<file path="config.mk">
export PLATFORM = sky130hd
export DESIGN_NAME = ax_eval
export DESIGN_NICKNAME = d
export VERILOG_FILES = /design/src/rtl/ax_eval_pkg.sv /design/src/rtl/ax_eval_row.sv /design/src/rtl/ax_eval.sv
export SDC_FILE = /design/constraint.sdc
export NUM_CORES = 2
export LEC_CHECK = 0
export BUFFER_PORTS_ARGS = -buffer_cell sky130_fd_sc_hd__buf_2
export CELL_PAD_IN_SITES_DETAIL_PLACEMENT = 1
export CELL_PAD_IN_SITES_GLOBAL_PLACEMENT = 2
export CORE_ASPECT_RATIO = 0.9
export CORE_MARGIN = 1.5
export CORE_UTILIZATION = 29
export CTS_CLUSTER_DIAMETER = 60
export DETAILED_ROUTE_END_ITERATION = 8
export PLACE_DENSITY_LB_ADDON = 0.12
export SETUP_SLACK_MARGIN = 0.1
export SKIP_LAST_GASP = 1
export SLEW_MARGIN = 5
export SYNTH_ARGS = -nofsm -noshare
export SYNTH_HDL_FRONTEND = slang
export SYNTH_SLANG_ARGS = --single-unit
</file>
<file path="constraint.sdc">
create_clock -name clk -period 8.73 [get_ports clk]
set_input_delay 1.746 -clock clk [delete_from_list [all_inputs] [get_ports clk]]
set_output_delay 1.746 -clock clk [all_outputs]
set_load 0.01 [all_outputs]
</file>
<file path="src/rtl/ax_eval_pkg.sv">
// Shared constants, state encoding and shift-add helper for the A*x residual evaluator.
package ax_eval_pkg;

  localparam int unsigned FRAC = 16;
  localparam int unsigned XW   = 32;
  localparam int unsigned AXW  = 38;
  localparam int unsigned RW   = 39;
  localparam int unsigned BW   = 16;

  localparam logic [4:0] C1  = 5'd1;
  localparam logic [4:0] C6  = 5'd6;
  localparam logic [4:0] C13 = 5'd13;
  localparam logic [4:0] C20 = 5'd20;

  typedef enum logic [2:0] {
    S_IDLE,
    S_FILL,
    S_RUN,
    S_FLUSH,
    S_DONE
  } state_e;

  // Constant coefficient times v as a sum of shifted copies (k is always a constant).
  function automatic logic signed [AXW-1:0] shift_add(input logic signed [AXW-1:0] v,
                                                      input logic [4:0] k);
    logic signed [AXW-1:0] acc;
    acc = '0;
    for (int b = 0; b < 5; b++) begin
      if (k[b]) acc = acc + (v <<< b);
    end
    return acc;
  endfunction

endpackage

</file>
<file path="src/rtl/ax_eval_row.sv">
// Seven-tap banded row product: 20*x0 - (x-1+x+1) + 6*(x-2+x+2) - 13*(x-3+x+3).
module ax_row
  import ax_eval_pkg::*;
(
  input  logic signed [XW-1:0]  x_m3,
  input  logic signed [XW-1:0]  x_m2,
  input  logic signed [XW-1:0]  x_m1,
  input  logic signed [XW-1:0]  x_0,
  input  logic signed [XW-1:0]  x_p1,
  input  logic signed [XW-1:0]  x_p2,
  input  logic signed [XW-1:0]  x_p3,
  output logic signed [AXW-1:0] ax
);

  logic signed [AXW-1:0] s0, s1, s2, s3;

  // Symmetric pairs are summed at full width first so no partial sum can wrap.
  always_comb begin
    s0 = AXW'(x_0);
    s1 = AXW'(x_m1) + AXW'(x_p1);
    s2 = AXW'(x_m2) + AXW'(x_p2);
    s3 = AXW'(x_m3) + AXW'(x_p3);
    ax = shift_add(s0, C20) - shift_add(s1, C1) + shift_add(s2, C6) - shift_add(s3, C13);
  end

endmodule

</file>
<file path="src/rtl/ax_eval.sv">
// Streaming residual r = b*2^16 - A*x for a banded 7-diagonal A, with per-frame max |r|.
module ax_eval
  import ax_eval_pkg::*;
#(
  parameter int unsigned     N   = 16,
  parameter logic [RW-1:0]   TOL = 39'd64
) (
  input  logic                     clk,
  input  logic                     reset_n,
  input  logic                     start,
  input  logic                     in_valid,
  output logic                     in_ready,
  input  logic signed [XW-1:0]     in_x,
  input  logic signed [BW-1:0]     in_b,
  output logic                     out_valid,
  input  logic                     out_ready,
  output logic [$clog2(N)-1:0]     out_idx,
  output logic signed [AXW-1:0]    out_ax,
  output logic signed [RW-1:0]     out_r,
  output logic                     done,
  output logic [RW-1:0]            max_abs_r,
  output logic                     converged
);

  localparam int unsigned IW = $clog2(N);

  state_e                 state_q;
  logic signed [XW-1:0]   win_q [7];
  logic signed [BW-1:0]   bd_q  [3];
  logic [IW-1:0]          cnt_q, nidx_q;
  logic [1:0]             fcnt_q;
  logic                   iss_v_q, s1_v_q, out_v_q;
  logic [IW-1:0]          iss_idx_q, s1_idx_q, out_idx_q;
  logic signed [BW-1:0]   iss_b_q, s1_b_q;
  logic signed [AXW-1:0]  s1_ax_q, out_ax_q;
  logic signed [RW-1:0]   out_r_q;
  logic [RW-1:0]          max_q;
  logic                   conv_q, done_q;

  logic                   stall_c, adv_c, acc_c, fl_c, shift_c, issue_c, xfer_c;
  logic signed [XW-1:0]   sh_x_c;
  logic signed [BW-1:0]   sh_b_c;
  logic signed [AXW-1:0]  ax_c;
  logic signed [RW-1:0]   r_c;
  logic [RW-1:0]          abs_c;

  ax_row u_row (
    .x_m3 (win_q[0]),
    .x_m2 (win_q[1]),
    .x_m1 (win_q[2]),
    .x_0  (win_q[3]),
    .x_p1 (win_q[4]),
    .x_p2 (win_q[5]),
    .x_p3 (win_q[6]),
    .ax   (ax_c)
  );

  // A held output result freezes every stage behind it.
  always_comb begin
    stall_c = out_v_q && !out_ready;
    adv_c   = !stall_c;
    acc_c   = in_valid && in_ready;
    fl_c    = (state_q == S_FLUSH) && (fcnt_q != 2'd3) && adv_c;
    shift_c = acc_c || fl_c;
    issue_c = shift_c && (state_q != S_FILL);
    sh_x_c  = fl_c ? '0 : in_x;
    sh_b_c  = fl_c ? '0 : in_b;
    xfer_c  = out_v_q && out_ready;
    r_c     = (RW'(s1_b_q) <<< FRAC) - RW'(s1_ax_q);
    abs_c   = out_r_q[RW-1] ? RW'(-out_r_q) : RW'(out_r_q);
  end

  assign in_ready  = ((state_q == S_FILL) || (state_q == S_RUN)) && !stall_c;
  assign out_valid = out_v_q;
  assign out_idx   = out_idx_q;
  assign out_ax    = out_ax_q;
  assign out_r     = out_r_q;
  assign done      = done_q;
  assign max_abs_r = max_q;
  assign converged = conv_q;

  always_ff @(posedge clk or negedge reset_n) begin
    if (!reset_n) begin
      state_q   <= S_IDLE;
      for (int k = 0; k < 7; k++) win_q[k] <= '0;
      for (int k = 0; k < 3; k++) bd_q[k]  <= '0;
      cnt_q     <= '0;
      nidx_q    <= '0;
      fcnt_q    <= '0;
      iss_v_q   <= 1'b0;
      iss_idx_q <= '0;
      iss_b_q   <= '0;
      s1_v_q    <= 1'b0;
      s1_idx_q  <= '0;
      s1_ax_q   <= '0;
      s1_b_q    <= '0;
      out_v_q   <= 1'b0;
      out_idx_q <= '0;
      out_ax_q  <= '0;
      out_r_q   <= '0;
      max_q     <= '0;
      conv_q    <= 1'b0;
      done_q    <= 1'b0;
    end else begin
      done_q <= 1'b0;

      if (adv_c) begin
        iss_v_q <= issue_c;
        if (issue_c) begin
          iss_idx_q <= nidx_q;
          iss_b_q   <= bd_q[0];
          nidx_q    <= nidx_q + IW'(1);
        end
        s1_v_q <= iss_v_q;
        if (iss_v_q) begin
          s1_idx_q <= iss_idx_q;
          s1_ax_q  <= ax_c;
          s1_b_q   <= iss_b_q;
        end
        out_v_q <= s1_v_q;
        if (s1_v_q) begin
          out_idx_q <= s1_idx_q;
          out_ax_q  <= s1_ax_q;
          out_r_q   <= r_c;
        end
      end

      // Newest sample enters at the top; b lags three shifts to line up with its row.
      if (shift_c) begin
        for (int k = 0; k < 6; k++) win_q[k] <= win_q[k+1];
        win_q[6] <= sh_x_c;
        bd_q[0]  <= bd_q[1];
        bd_q[1]  <= bd_q[2];
        bd_q[2]  <= sh_b_c;
      end

      if (xfer_c && (abs_c > max_q)) max_q <= abs_c;

      case (state_q)
        S_IDLE: begin
          if (start) begin
            state_q <= S_FILL;
            for (int k = 0; k < 7; k++) win_q[k] <= '0;
            for (int k = 0; k < 3; k++) bd_q[k]  <= '0;
            cnt_q  <= '0;
            nidx_q <= '0;
            fcnt_q <= '0;
            max_q  <= '0;
            conv_q <= 1'b0;
          end
        end
        S_FILL: begin
          if (acc_c) begin
            cnt_q <= cnt_q + IW'(1);
            if (cnt_q == IW'(2)) state_q <= S_RUN;
          end
        end
        S_RUN: begin
          if (acc_c) begin
            cnt_q <= cnt_q + IW'(1);
            if (cnt_q == IW'(N - 1)) state_q <= S_FLUSH;
          end
        end
        S_FLUSH: begin
          if (fl_c) fcnt_q <= fcnt_q + 2'd1;
          if ((fcnt_q == 2'd3) && !iss_v_q && !s1_v_q && xfer_c) state_q <= S_DONE;
        end
        S_DONE: begin
          done_q  <= 1'b1;
          conv_q  <= (max_q <= TOL);
          state_q <= S_IDLE;
        end
        default: state_q <= S_IDLE;
      endcase
    end
  end

endmodule
</file>
-- Yosys cells after proc, flatten, opt, wreduce, memory -nomap -nowiden
Cells that the tools add are included.
- add/subtract/negate cells: 15
- order comparisons: 2
- equality and inequality tests: 17
- muxes and demuxes: 32
- bitwise logic cells: 1
- reductions and logical operators: 29
- operators with widths (operator ; number):
    $mux 224 ; 3
    $mux 39 ; 4
    $add 38x38->38 ; 4
    $mux 48 ; 3
    $add 32x32->33 ; 3
    $sub 38x38->38 ; 2
    $gt 39x39->1 ; 1
    $le 39x7->1 const B ; 1
    $neg 39->39 ; 1
    $sub 32x38->39 ; 1
    $add 34x36->37 ; 1
    $mux 32 ; 1
    $mux 4 ; 6
    $mux 3 ; 6
    $mux 16 ; 1
    $pmux 3 s4 ; 1
    $logic_and 1x1->1 ; 11
    $ne 2x2->1 const B ; 5
    $add 4x1->4 const B ; 2
    $ne 2x1->1 const B ; 4
    $pmux 4 s2 ; 1
    $reduce_and 2->1 ; 4
    $eq 3x2->1 const B ; 2
    $reduce_and 3->1 ; 2
    other kinds (18) ; 26
- register bits after elaboration: 488
- input port bits: 53
- output and inout bits: 124
- logic and storage cells: 124

-- Logic depth before layout (Yosys ltp)
- depth after elaboration: 11
- mapped depth: 32
- gate-level depth less buffers: 32

-- By module
From an unflattened synthesis, not the netlist that was laid out.
- cells, all modules: 3652
- area total of the unflattened synthesis: 33651.0 um^2
- by module, submodules not included (module ; times used ; cells each ; area an instance (um^2) ; sequential area each (um^2)):
    ax_eval ; 1 ; 2367 ; 22230.1 ; 12186.7
    ax_row ; 1 ; 1285 ; 11421.0 ; 0.0

-- Worst setup path before layout
No wires, ideal clock.
- kind: register -> register
- start: register win_q[64] (netlist bit)
- end: register s1_ax_q[34]
- library setup time: 90 ps
- data arrival time: 7114 ps
- data required time: 8640 ps
- slack: 1527 ps
- cell stages (with the launch flop): 30
- path buffers: 0
- period minus slack after synthesis: 7203 ps
- cell sequence: dfrtp_1 > ha_1 > fa_1 > a21o_1 > a21oi_1 > o21bai_1 > a2111oi_0 > o31ai_1 > and2_1 > o21a_1 > nor2_1 > xnor2_1 > fa_1 > inv_1 > fa_1 > fa_1 > inv_1 > fa_1 > inv_1 > ha_1 > and3_1 > nand4_1 > nor4b_1 > a311oi_1 > nand3_1 > a311oi_1 > or3b_2 > o21ai_0 > or4b_2 > o2111ai_1
- word-level cells in the longest chain between the ends: 4
- ends and longest elaborated chain (what ; line ; RTL):
    from (decl) ; ax_eval.sv:28 ; logic signed [XW-1:0] win_q [7];
    $add 32x32->33 ; ax_eval_row.sv:20 ; s1 = AXW'(x_m1) + AXW'(x_p1);
    $sub 38x38->38 ; ax_eval_row.sv:23 ; ax = shift_add(s0, C20) - shift_add(s1, C1) + shift_add(s2, C6) - shift_add(s3, C13);
    $add 38x38->38 ; ax_eval_row.sv:23 ;
    $sub 38x38->38 ; ax_eval_row.sv:23 ;
    to (signal assigned) ; ax_eval.sv:95 ; s1_ax_q <= '0;
    to (signal assigned) ; ax_eval.sv:117 ; s1_ax_q <= ax_c;
    to (decl) ; ax_eval.sv:35 ; logic signed [AXW-1:0] s1_ax_q, out_ax_q;
No other way between the ends.
A chain may end at the register's enable or synchronous reset.

-- Final worst setup path
- start: register win_q[0] (netlist bit)
- end: register s1_ax_q[34]
- word-level cells in the longest chain between the ends: 4
- ends and longest elaborated chain (what ; line ; RTL):
    $add 32x32->33 (*) ; ax_eval_row.sv:22 ; s3 = AXW'(x_m3) + AXW'(x_p3);
    $add 38x38->38 ; ax_eval_pkg.sv:29 ; if (k[b]) acc = acc + (v <<< b);
    $add 38x38->38 (*) ; ax_eval_pkg.sv:29 ;
    $sub 38x38->38 (*) ; ax_eval_row.sv:23 ;
Every way passes the cells marked *; elsewhere a longest branch is shown, timed or not.

==> metrics.yaml <==
worstHoldPathType: "flop to flop"
die_y_um: 327.7
clock_sinks: 487
drv_cap: 0
final_common_cell: "nand2_1"
synth_edf_count: 0
num_antenna_cells: 0
worstPathBufferInverterCount: 6
grt_usage: 0.1852
ys_async_sr_fraction: 1.000
min_period_ns: 8.079
crit_path_frequent_cell: "fa_1"
dpl.hpwl_um: 83950
post-route-period-util: 0.9254
synthAdderAreaFrac: 0.1874
dieWidth_um: 363.8
hold_buffers: 0
ys_seq_area_frac: 0.3586
endpoint_kind: "flop"
ios: 177
wl_um: 109300
cts_tree: "yes"
fin_nets: 4404
numCtsBuffers: 74
path_class: "flop to flop"
layout_common_cells: "nand2_1 (743), dfrtp_1 (487), a21oi_1 (433)"
area_growth_pct: 15.59
synth_warnings: 0
crit_family: "adder cells"
syn_area_um2: 33980
startpoint_type: "flop"
run_status: "completed"
fin_setup_tns_ns: 0
die_area_um2: 119200
post_cts_resized: 0
netlist_instances: 3805
synth_nets: 4271
worstSkewPairLatency_ns: 0.65
crit_required_ns: 9.27
initial_core_util: 0.2939
synth-compound-area-share: 0.1690
cts_root_buf: "clkbuf_16"
antenna_found_initial: 5
avgSynthCellArea_um2: 8.931
coreArea_um2: 115600
worstPathArrival_ns: 8.62
synth_top_family_by_area: "adder cells"
grt_pass1_wl_um: 170900
cp_slowest_cell: "or4b_2"
maxSlewHeadroom: 0.3115
grt_max_degree: 160
portBuffers: 176
rows: 118
finClkSkew_ns: 0.02455
fmax_mhz: 123.8
slew_violations: 0
wire_per_inst_um: 19.67
yosys.area_share.simple: 0.1493
vias: 26600
grt_overflow_total: 0
clkTransAtPathRegs_ns: 0.06
ant_nets: 0
ys_ff_latch: 487
grt_pass1_vias: 27810
drc: 0
postCtsSetupBuffers: 0
cts_buffer_depth: 3
crit_fanout: 6
yosysUniqueCellTypes: 75
yosys.area_share.xor_xnor: 0.06057
drt-initial-drc-count: 1457
cts_htree_levels: 3
max_stage_delay_ns: 0.62
viasPerCell: 4.787
hold_viol_final: 0
synth_mux_area_frac: 0.02206
setup_viol: 0
ys.flop_type: "dfrtp_1"
drtPass1Iterations: 5
place.gp.congestion: 0.8269
tightest_slew_ns: 1.033
drive_gt1_frac: 0.1084
finish.utilization: 0.3398
rsz0062_at_grt: "false"
[logic make-up (layout without fill, tap and decap cells)]
family	Yosys count	in the layout
mux	67	67
xor+xnor	235	235
fa+ha+maj	413	413
simple gates	1168	1168
flops	487	487
compound gates	956	956
buf+inv	479	670
[per-layer routing]
layer	share of wire	track usage	vias up	wire (um)
li1	-	-	13140	-
met1	0.52	0.2758	13030	57230
met2	0.43	0.2820	309	46590
met3	0.028	0.02258	115	3080
met4	0.022	0.04739	4	2371
met5	0.00019	0	-	21
[worst register-to-register path, delay by kind of cell, from the launching register on]
family | cells | cell delay, ns
and+or+nand+nor | 4 | 1.02
adders and majority gates | 7 | 2.96
DFF | 1 | 0.36
AOI/OAI and AO/OA | 14 | 2.90
buffers and inverters | 6 | 0.56
xor gates and xnor gates | 1 | 0.16
[path summary, 6_finish.rpt]
| path | from | endpoint | slack, ns | depth (start not counted) |
|---|---|---|---|---|
| worst max-delay path | win_q[0] | s1_ax_q[34] | 0.65 | 32 |
| worst min-delay path | converged | converged | 0.47 | 1 |
| worst max register to register | win_q[0] | s1_ax_q[34] | 0.65 | 32 |
| worst min register to register | converged | converged | 0.47 | 1 |
| max in group asynchronous | reset_n | win_q[202] | 6.42 | 2 |
| min in group asynchronous | reset_n | cnt_q[2] | 1.05 | 1 |
[cells in the mapped netlist (10+ instances only)]
| cell | instances | area [um2] |
|---|---|---|
| nand2_1 | 748 | 2808 |
| dfrtp_1 | 487 | 12190 |
| a21oi_1 | 433 | 2167 |
| inv_1 | 331 | 1242 |
| ha_1 | 253 | 3166 |
| o21ai_0 | 186 | 930.9 |
| fa_1 | 160 | 3203 |
| nor2_1 | 149 | 559.3 |
| xnor2_1 | 143 | 1252 |
| clkbuf_1 | 133 | 499.2 |
| a21o_1 | 113 | 848.3 |
| xor2_1 | 92 | 805.8 |
| mux2_2 | 63 | 709.4 |
| a211oi_1 | 44 | 330.3 |
| nand3_1 | 44 | 220.2 |
| nor2b_1 | 30 | 187.7 |
| nor3_1 | 29 | 145.1 |
| nand2b_1 | 27 | 168.9 |
| o21bai_1 | 27 | 202.7 |
| nand4_1 | 25 | 156.4 |
| o21a_1 | 23 | 172.7 |
| nor4_1 | 19 | 118.9 |
| o31ai_1 | 18 | 135.1 |
| and3_1 | 17 | 106.4 |
| a31oi_1 | 14 | 87.58 |
| buf_1 | 14 | 52.55 |
| or3_1 | 14 | 87.58 |
| and2_1 | 12 | 75.07 |
| or2_2 | 11 | 68.82 |
| a21boi_0 | 10 | 75.07 |
[stage by stage]
step | hold slack (ns) | instances | setup WS [ns] | area, um2
final | 0.4713 | 5556 | 0.6510 | 39280
after global routing | 0.5074 | 5556 | 0.1330 | 39280
after floorplan | 0.4498 | 3805 | 1.527 | 33980
after detailed placement | 0.4621 | 5422 | 0.3992 | 36590
after CTS | 0.4748 | 5556 | 0.3554 | 39270
after global placement | 0.4575 | 5422 | 0.4382 | 36590
[final cells by class]
type | count | area (um2)
Fill cell | 13380 | 76320
Multi-Input combinational cell | 2839 | 20050
Sequential cell | 487 | 12190
Clock buffer | 99 | 2108
Tap cell | 1560 | 1952
Inverter | 331 | 1242
Timing Repair Buffer | 205 | 1171
Clock inverter | 35 | 566.8
[state kept, by name, summed over array words and instances, names as in the netlist, 16 cells and up]
register / flops
win_q: 224
bd_q: 48
max_abs_r: 39
out_ax: 38
out_r: 38
s1_ax_q: 38
iss_b_q: 16
s1_b_q: 16
Power is left out: the tool's default activity adds up to more than one toggle a clock period on the data nets, which glitch-free logic cannot reach.
